File: src/rtl/uart_pkt_pkg.sv
// Shared sync defaults, error/state types and the CRC-8 byte update for the UART frame parser.
// Pure definitions; no timing or flow control of its own.
package uart_pkt_pkg;

    localparam logic [7:0] SYNC0_DEFAULT = 8'hAA;
    localparam logic [7:0] SYNC1_DEFAULT = 8'h55;

    typedef enum logic [1:0] {
        ERR_NONE    = 2'd0,
        ERR_CHK     = 2'd1,
        ERR_LEN     = 2'd2,
        ERR_TIMEOUT = 2'd3
    } pkt_err_e;

    typedef enum logic [2:0] {
        ST_IDLE    = 3'd0,
        ST_HUNT    = 3'd1,
        ST_CMD     = 3'd2,
        ST_LEN     = 3'd3,
        ST_PAYLOAD = 3'd4,
        ST_CHK     = 3'd5,
        ST_META    = 3'd6,
        ST_DRAIN   = 3'd7
    } parser_state_e;

    // CRC-8, poly 0x07, MSB first, one whole byte per call
    function automatic logic [7:0] crc8_update(input logic [7:0] crc, input logic [7:0] d);
        logic [7:0] c;
        c = crc ^ d;
        for (int i = 0; i < 8; i++) begin
            c = c[7] ? ((c << 1) ^ 8'h07) : (c << 1);
        end
        return c;
    endfunction

endpackage

File: src/rtl/uart_chk_accum.sv
// Running frame checksum (inverted sum or CRC-8); expected byte valid the cycle after the last en.
// No flow control: accumulates whenever en is high, clear has priority.
module uart_chk_accum
    import uart_pkt_pkg::*;
#(
    parameter int CHK_MODE = 0
) (
    input  logic       clk,
    input  logic       rst,
    input  logic       clear,
    input  logic       en,
    input  logic [7:0] data,
    output logic [7:0] expected
);

    logic [7:0] acc_q;
    logic [7:0] acc_d;

    always_comb begin
        acc_d = acc_q;
        if (clear) begin
            acc_d = 8'h00;
        end else if (en) begin
            acc_d = (CHK_MODE == 1) ? crc8_update(acc_q, data) : acc_q + data;
        end
    end

    always_ff @(posedge clk) begin
        if (rst) begin
            acc_q <= 8'h00;
        end else begin
            acc_q <= acc_d;
        end
    end

    assign expected = (CHK_MODE == 1) ? acc_q : ~acc_q;

endmodule

File: src/rtl/uart_frame_parser.sv
// Parses SYNC0 SYNC1 CMD LEN PAYLOAD CHK into metadata then buffered payload; meta 1 cycle after CHK.
// Stalls the byte input (rx_byte_ready=0) while metadata or payload wait for their consumer.
module uart_frame_parser
    import uart_pkt_pkg::*;
#(
    parameter int         MAX_PAYLOAD_BYTES = 64,
    parameter int         LEN_BYTES         = 2,
    parameter int         CHK_MODE          = 0,
    parameter int         TIMEOUT_CYCLES    = 100000,
    parameter int         REPORT_ERRORS     = 1,
    parameter logic [7:0] SYNC0             = SYNC0_DEFAULT,
    parameter logic [7:0] SYNC1             = SYNC1_DEFAULT
) (
    input  logic        clk,
    input  logic        rst,
    input  logic [7:0]  rx_byte,
    input  logic        rx_byte_valid,
    output logic        rx_byte_ready,
    output logic        pkt_meta_valid,
    input  logic        pkt_meta_ready,
    output logic [7:0]  pkt_cmd,
    output logic [15:0] pkt_length,
    output logic [1:0]  pkt_error,
    output logic [7:0]  pkt_payload_data,
    output logic        pkt_payload_valid,
    output logic        pkt_payload_last,
    input  logic        pkt_payload_ready,
    output logic [15:0] err_count
);

    localparam int              IDXW     = (MAX_PAYLOAD_BYTES > 1) ? $clog2(MAX_PAYLOAD_BYTES) : 1;
    localparam int              TMOW     = $clog2(TIMEOUT_CYCLES + 1);
    localparam logic [15:0]     MAX_LEN  = 16'(MAX_PAYLOAD_BYTES);
    localparam logic [TMOW-1:0] TMO_LAST = TMOW'(TIMEOUT_CYCLES - 1);

    parser_state_e   state_q, state_d;
    logic [7:0]      cmd_q, cmd_d;
    logic [15:0]     len_q, len_d;
    pkt_err_e        err_q, err_d;
    logic [15:0]     idx_q, idx_d;
    logic            lenb_q, lenb_d;
    logic [TMOW-1:0] tmo_q, tmo_d;
    logic [15:0]     errcnt_q, errcnt_d;

    logic [7:0]      buf_mem [MAX_PAYLOAD_BYTES];
    logic            buf_we;
    logic            acc_en;
    logic            acc_clear;
    logic [7:0]      chk_exp;
    logic            rx_accept;
    logic            tmo_run;
    logic            fail;
    pkt_err_e        fail_code;
    logic [15:0]     len_new;
    logic [15:0]     len_last;

    assign rx_byte_ready = !rst && (state_q != ST_META) && (state_q != ST_DRAIN);
    assign rx_accept     = rx_byte_valid && rx_byte_ready;
    assign tmo_run       = (state_q == ST_HUNT) || (state_q == ST_CMD) || (state_q == ST_LEN) ||
                           (state_q == ST_PAYLOAD) || (state_q == ST_CHK);
    assign acc_clear     = (state_q == ST_IDLE) || (state_q == ST_HUNT);
    assign len_new       = (LEN_BYTES == 1 || !lenb_q) ? {8'h00, rx_byte} : {rx_byte, len_q[7:0]};
    assign len_last      = len_q - 16'd1;

    uart_chk_accum #(
        .CHK_MODE (CHK_MODE)
    ) u_chk (
        .clk      (clk),
        .rst      (rst),
        .clear    (acc_clear),
        .en       (acc_en),
        .data     (rx_byte),
        .expected (chk_exp)
    );

    always_comb begin
        state_d   = state_q;
        cmd_d     = cmd_q;
        len_d     = len_q;
        err_d     = err_q;
        idx_d     = idx_q;
        lenb_d    = lenb_q;
        errcnt_d  = errcnt_q;
        acc_en    = 1'b0;
        buf_we    = 1'b0;
        fail      = 1'b0;
        fail_code = ERR_NONE;
        tmo_d     = (tmo_run && !rx_accept) ? tmo_q + TMOW'(1) : '0;

        case (state_q)
            ST_IDLE: begin
                if (rx_accept && rx_byte == SYNC0) begin
                    state_d = ST_HUNT;
                    cmd_d   = 8'h00;
                    len_d   = 16'h0000;
                end
            end
            ST_HUNT: begin
                if (rx_accept) begin
                    if (rx_byte == SYNC1) begin
                        state_d = ST_CMD;
                    end else if (rx_byte != SYNC0) begin
                        state_d = ST_IDLE;
                    end
                end
            end
            ST_CMD: begin
                if (rx_accept) begin
                    cmd_d   = rx_byte;
                    acc_en  = 1'b1;
                    lenb_d  = 1'b0;
                    len_d   = 16'h0000;
                    state_d = ST_LEN;
                end
            end
            ST_LEN: begin
                if (rx_accept) begin
                    acc_en = 1'b1;
                    len_d  = len_new;
                    if (LEN_BYTES == 1 || lenb_q) begin
                        if (len_new > MAX_LEN) begin
                            fail      = 1'b1;
                            fail_code = ERR_LEN;
                        end else if (len_new == 16'd0) begin
                            state_d = ST_CHK;
                        end else begin
                            state_d = ST_PAYLOAD;
                            idx_d   = 16'd0;
                        end
                    end else begin
                        lenb_d = 1'b1;
                    end
                end
            end
            ST_PAYLOAD: begin
                if (rx_accept) begin
                    buf_we = 1'b1;
                    acc_en = 1'b1;
                    idx_d  = idx_q + 16'd1;
                    if (idx_q == len_last) begin
                        state_d = ST_CHK;
                    end
                end
            end
            ST_CHK: begin
                if (rx_accept) begin
                    if (rx_byte == chk_exp) begin
                        state_d = ST_META;
                        err_d   = ERR_NONE;
                    end else begin
                        fail      = 1'b1;
                        fail_code = ERR_CHK;
                    end
                end
            end
            ST_META: begin
                if (pkt_meta_ready) begin
                    if (err_q == ERR_NONE && len_q != 16'd0) begin
                        state_d = ST_DRAIN;
                        idx_d   = 16'd0;
                    end else begin
                        state_d = ST_IDLE;
                    end
                end
            end
            ST_DRAIN: begin
                if (pkt_payload_ready) begin
                    if (idx_q == len_last) begin
                        state_d = ST_IDLE;
                    end else begin
                        idx_d = idx_q + 16'd1;
                    end
                end
            end
            default: state_d = ST_IDLE;
        endcase

        // A length is only reported once it has been fully received
        if (tmo_run && !rx_accept && tmo_q == TMO_LAST) begin
            fail      = 1'b1;
            fail_code = ERR_TIMEOUT;
            if (state_q == ST_HUNT || state_q == ST_CMD || state_q == ST_LEN) begin
                len_d = 16'h0000;
            end
        end

        if (fail) begin
            errcnt_d = (errcnt_q == 16'hFFFF) ? errcnt_q : errcnt_q + 16'd1;
            if (REPORT_ERRORS != 0) begin
                state_d = ST_META;
                err_d   = fail_code;
            end else begin
                state_d = ST_IDLE;
            end
        end
    end

    always_ff @(posedge clk) begin
        if (rst) begin
            state_q  <= ST_IDLE;
            cmd_q    <= 8'h00;
            len_q    <= 16'h0000;
            err_q    <= ERR_NONE;
            idx_q    <= 16'h0000;
            lenb_q   <= 1'b0;
            tmo_q    <= '0;
            errcnt_q <= 16'h0000;
        end else begin
            state_q  <= state_d;
            cmd_q    <= cmd_d;
            len_q    <= len_d;
            err_q    <= err_d;
            idx_q    <= idx_d;
            lenb_q   <= lenb_d;
            tmo_q    <= tmo_d;
            errcnt_q <= errcnt_d;
        end
    end

    always_ff @(posedge clk) begin
        if (buf_we) begin
            buf_mem[idx_q[IDXW-1:0]] <= rx_byte;
        end
    end

    assign pkt_meta_valid    = (state_q == ST_META);
    assign pkt_cmd           = cmd_q;
    assign pkt_length        = len_q;
    assign pkt_error         = err_q;
    assign pkt_payload_valid = (state_q == ST_DRAIN);
    assign pkt_payload_data  = (state_q == ST_DRAIN) ? buf_mem[idx_q[IDXW-1:0]] : 8'h00;
    assign pkt_payload_last  = (state_q == ST_DRAIN) && (idx_q == len_last);
    assign err_count         = errcnt_q;

endmodule
File: config.mk
export PLATFORM = sky130hd
export DESIGN_NAME = uart_frame_parser
export DESIGN_NICKNAME = d
export VERILOG_FILES = /design/src/rtl/uart_pkt_pkg.sv /design/src/rtl/uart_chk_accum.sv /design/src/rtl/uart_frame_parser.sv
export SDC_FILE = /design/constraint.sdc
export NUM_CORES = 1
export LEC_CHECK = 0
export BUFFER_PORTS_ARGS = -buffer_cell sky130_fd_sc_hd__buf_4
export CORE_UTILIZATION = 65
export DETAILED_ROUTE_END_ITERATION = 16
export PLACE_DENSITY = 0.95
export REMOVE_ABC_BUFFERS = 1
export SYNTH_ARGS = -nofsm -noshare
export SYNTH_HDL_FRONTEND = slang
export SYNTH_SLANG_ARGS = --single-unit
export TNS_END_PERCENT = 1
File: constraint.sdc
create_clock -name clk -period 7.14 [get_ports clk]
set_input_delay 0.714 -clock clk [delete_from_list [all_inputs] [get_ports clk]]
set_output_delay 0.714 -clock clk [all_outputs]
set_load 0.03 [all_outputs]
==> flow_summary.yaml <==
yosys:
  avgSynthCellArea_um2: 17.1
  ys_seq_area_share_pct: 69.3
  async_flop_share_pct: 0
  netlist_instances: 1451
  netlist.area_leader.share_pct: 61.8
  syn-cell-area_um2: 24900
  synth_area_leaders: "edfxtp_1 (62%), mux4_2 (15%), dfxtp_1 (7.5%), nor2_1 (2.5%), xnor2_1 (1.1%)"
  yosysMostFrequentCell: "edfxtp_1"
  ys_top_cells_by_count: "edfxtp_1 (512), mux4_2 (168), nor2_1 (166)"
  synth.distinct_cells: 70
  synth-seq-cells: 605
  synthFlopType: "edfxtp_1"
  yosys_warnings: 0
  yosys.area.top_type: "edfxtp_1"
  synth_edf_count: 512
clock_network:
  cts_buffers: 56
  clockBufferDepth: 3
  cts_tree: "done"
  cts_root_buf: "clkbuf_16"
  cts-hold-fix-buffers: 0
  cts-resized-gates: 0
  insertion_delay_ns: 0.61
  path_clk_slew_ns: 0.07
  clock-sinks: 605
  htree_levels: 2
  post_cts.repair.setup_buffers: 0
worst_setup_path:
  critical-path-max-stage-delay_ns: 1.06
  slowest_stage: "dfxtp_4"
  crit_arrival_ns: 4.53
  worstPathRequired_ns: 6.43
  end_kind: "output port"
  worstReg2RegStart: "state_q[1]"
  cpMostUsedCell: "mux4_2"
  crit_path_max_fanout: 70
  critical_path_class: "reg -> out"
  critPathLaunchType: "flip-flop"
  path_cells: "buf_4 -> mux4_2 -> mux4_2 -> mux4_2 -> and2_1 -> buf_4"
placed_design:
  place.gp.congestion: 0.917
  dp_slack_ns: 2.66
  placed_area_um2: 25800
  detailed_place_hpwl_mm: 41.2
  portBuffers: 66
  dpl.cell_count: 1966
timing:
  whs_ns: 0.483
  fmax_mhz: 191
  setup_viol: 0
  tightest_slew_ns: 1.46
  max-slew-margin-rel_pct: 2.57
  final_hold_viol_count: 0
  rsz0062_at_grt: "no"
  fin_skew_ns: 0.0153
  report.final.slew_viol_count: 0
  fin_ws_ns: 1.90
  fin_crit_sh_pct: 73.4
  fin_crit_ns: 5.24
floorplan:
  start_util_pct: 66.0
  boundaryPins: 67
  num_rows: 71
  core-area_um2: 37700
  die_w_um: 198
  die-area_um2: 39100
  die_h_um: 198
detailed_routing:
  vias: 15261
  first_iter_violations: 2443
  viasPerCell: 7.35
  first_pass_iters: 7
  wl_mm: 72.0
  drc: 0
  wire_per_inst_um: 34.7
  final_antenna_net_count: 0
finish:
  nFillCells: 2010
  multi_input_area_um2: 7270
  fin_nets: 1540
  drive_gt1_share_pct: 22.2
  instances_no_fill: 2076
  synthToLayoutAreaGrowth_pct: 11.1
  design_area_um2: 27600
  regArea_um2: 17200
  fin_util_pct: 73.3
global_route:
  top_usage_layer: "met2"
  met3_usage_pct: 10.3
  grt_pass1_wl_mm: 104
  grt_usage_pct: 38.0
  antenna_found_initial: 7
  grt_max_degree: 129
  grtUsageMet1_pct: 48.7
  overflow: 0
  grt_pass1_vias: 14861
  use_met2_pct: 58.9
status:
  status: "completed"
power:
  ir_worst_vdd_uv: 171
  powerDensity_nw_per_um2: 251
  leakagePower_nw: 8.54
min_path:
  hold_start: "tmo_q[0]"
  hold_class: "reg -> reg"
run:
  drv_cap: 0
## metal layers
metal  wire length [um]  part of all wire, %
met1              23600                   33
met5                 25                0.035
met4               4610                  6.4
met2              34200                   48
met3               9520                   13
## area by class of cell
cell class	instances	area share, %
Sequential cell	605	62.4
Antenna cell	5	0.0453
Multi-Input combinational cell	750	26.3
Tap cell	511	2.31
Clock inverter	34	0.992
Clock buffer	69	5.40
Inverter	25	0.340
Timing Repair Buffer	77	2.17
## placed cells by master, fill, tap and decap left out, types with 14 or more instances in the layout
master	instances
edfxtp_1	512
mux4_2	168
nor2_1	166
dfxtp_1	90
buf_4	74
clkbuf_16	58
nand2_1	41
nand3_1	39
xnor2_1	32
inv_1	26
nor3_1	26
a21oi_1	26
a22oi_1	23
xor2_1	21
o21ai_0	14
nand4_1	14
## registers in the layout, indices dropped and copies added (netlist names), named ones only
| register | flops |
|---|---|
| buf_mem | 512 |
| tmo_q | 17 |
| err_count | 16 |
| idx_q | 16 |
| pkt_length | 16 |
| pkt_cmd | 8 |
| u_chk.acc_q | 8 |
| state_q | 3 |
| pkt_error | 2 |
| lenb_q | 1 |
## power by group
part / switching (mW) / leakage (nW) / internal, mW
sequential: 0.000503 / 5.35 / 3.82
combinational: 0.0893 / 2.32 / 0.0225
clock: 1.38 / 0.867 / 1.63
total: 1.47 / 8.54 / 5.48
## metrics by stage
step	total power, mW	setup TNS (ns)
floorplan	3.93	-5.60
global placement	4.00	0
detailed placement	4.00	0
CTS	6.91	0
global route	7.04	0
finish	6.94	0
## cell families after synthesis
kind of cell	synth area share (%)
adders and majority gates	0.634
and+or+nand+nor	7.63
AOI/OAI and AO/OA	3.41
buffers and inverters	1.50
muxes	15.7
DFF	69.3
xor gates and xnor gates	1.87
## worst max-delay path: cells and delay by family, from the launching register on
family	cells	cell delay, ns
buffers and inverters	2	1.02
muxes	3	1.58
and+or+nand+nor	1	0.19
DFF	1	1.06
## worst paths after layout
path	end	slack, ns	depth (start not counted)
worst min register to register	tmo_q[0]	0.48	1
worst max register to register	idx_q[4]	3.17	5
worst min-delay path	tmo_q[0]	0.48	1
worst max-delay path	pkt_payload_data[3]	1.90	6
Power figures use the tool's default switching activity.
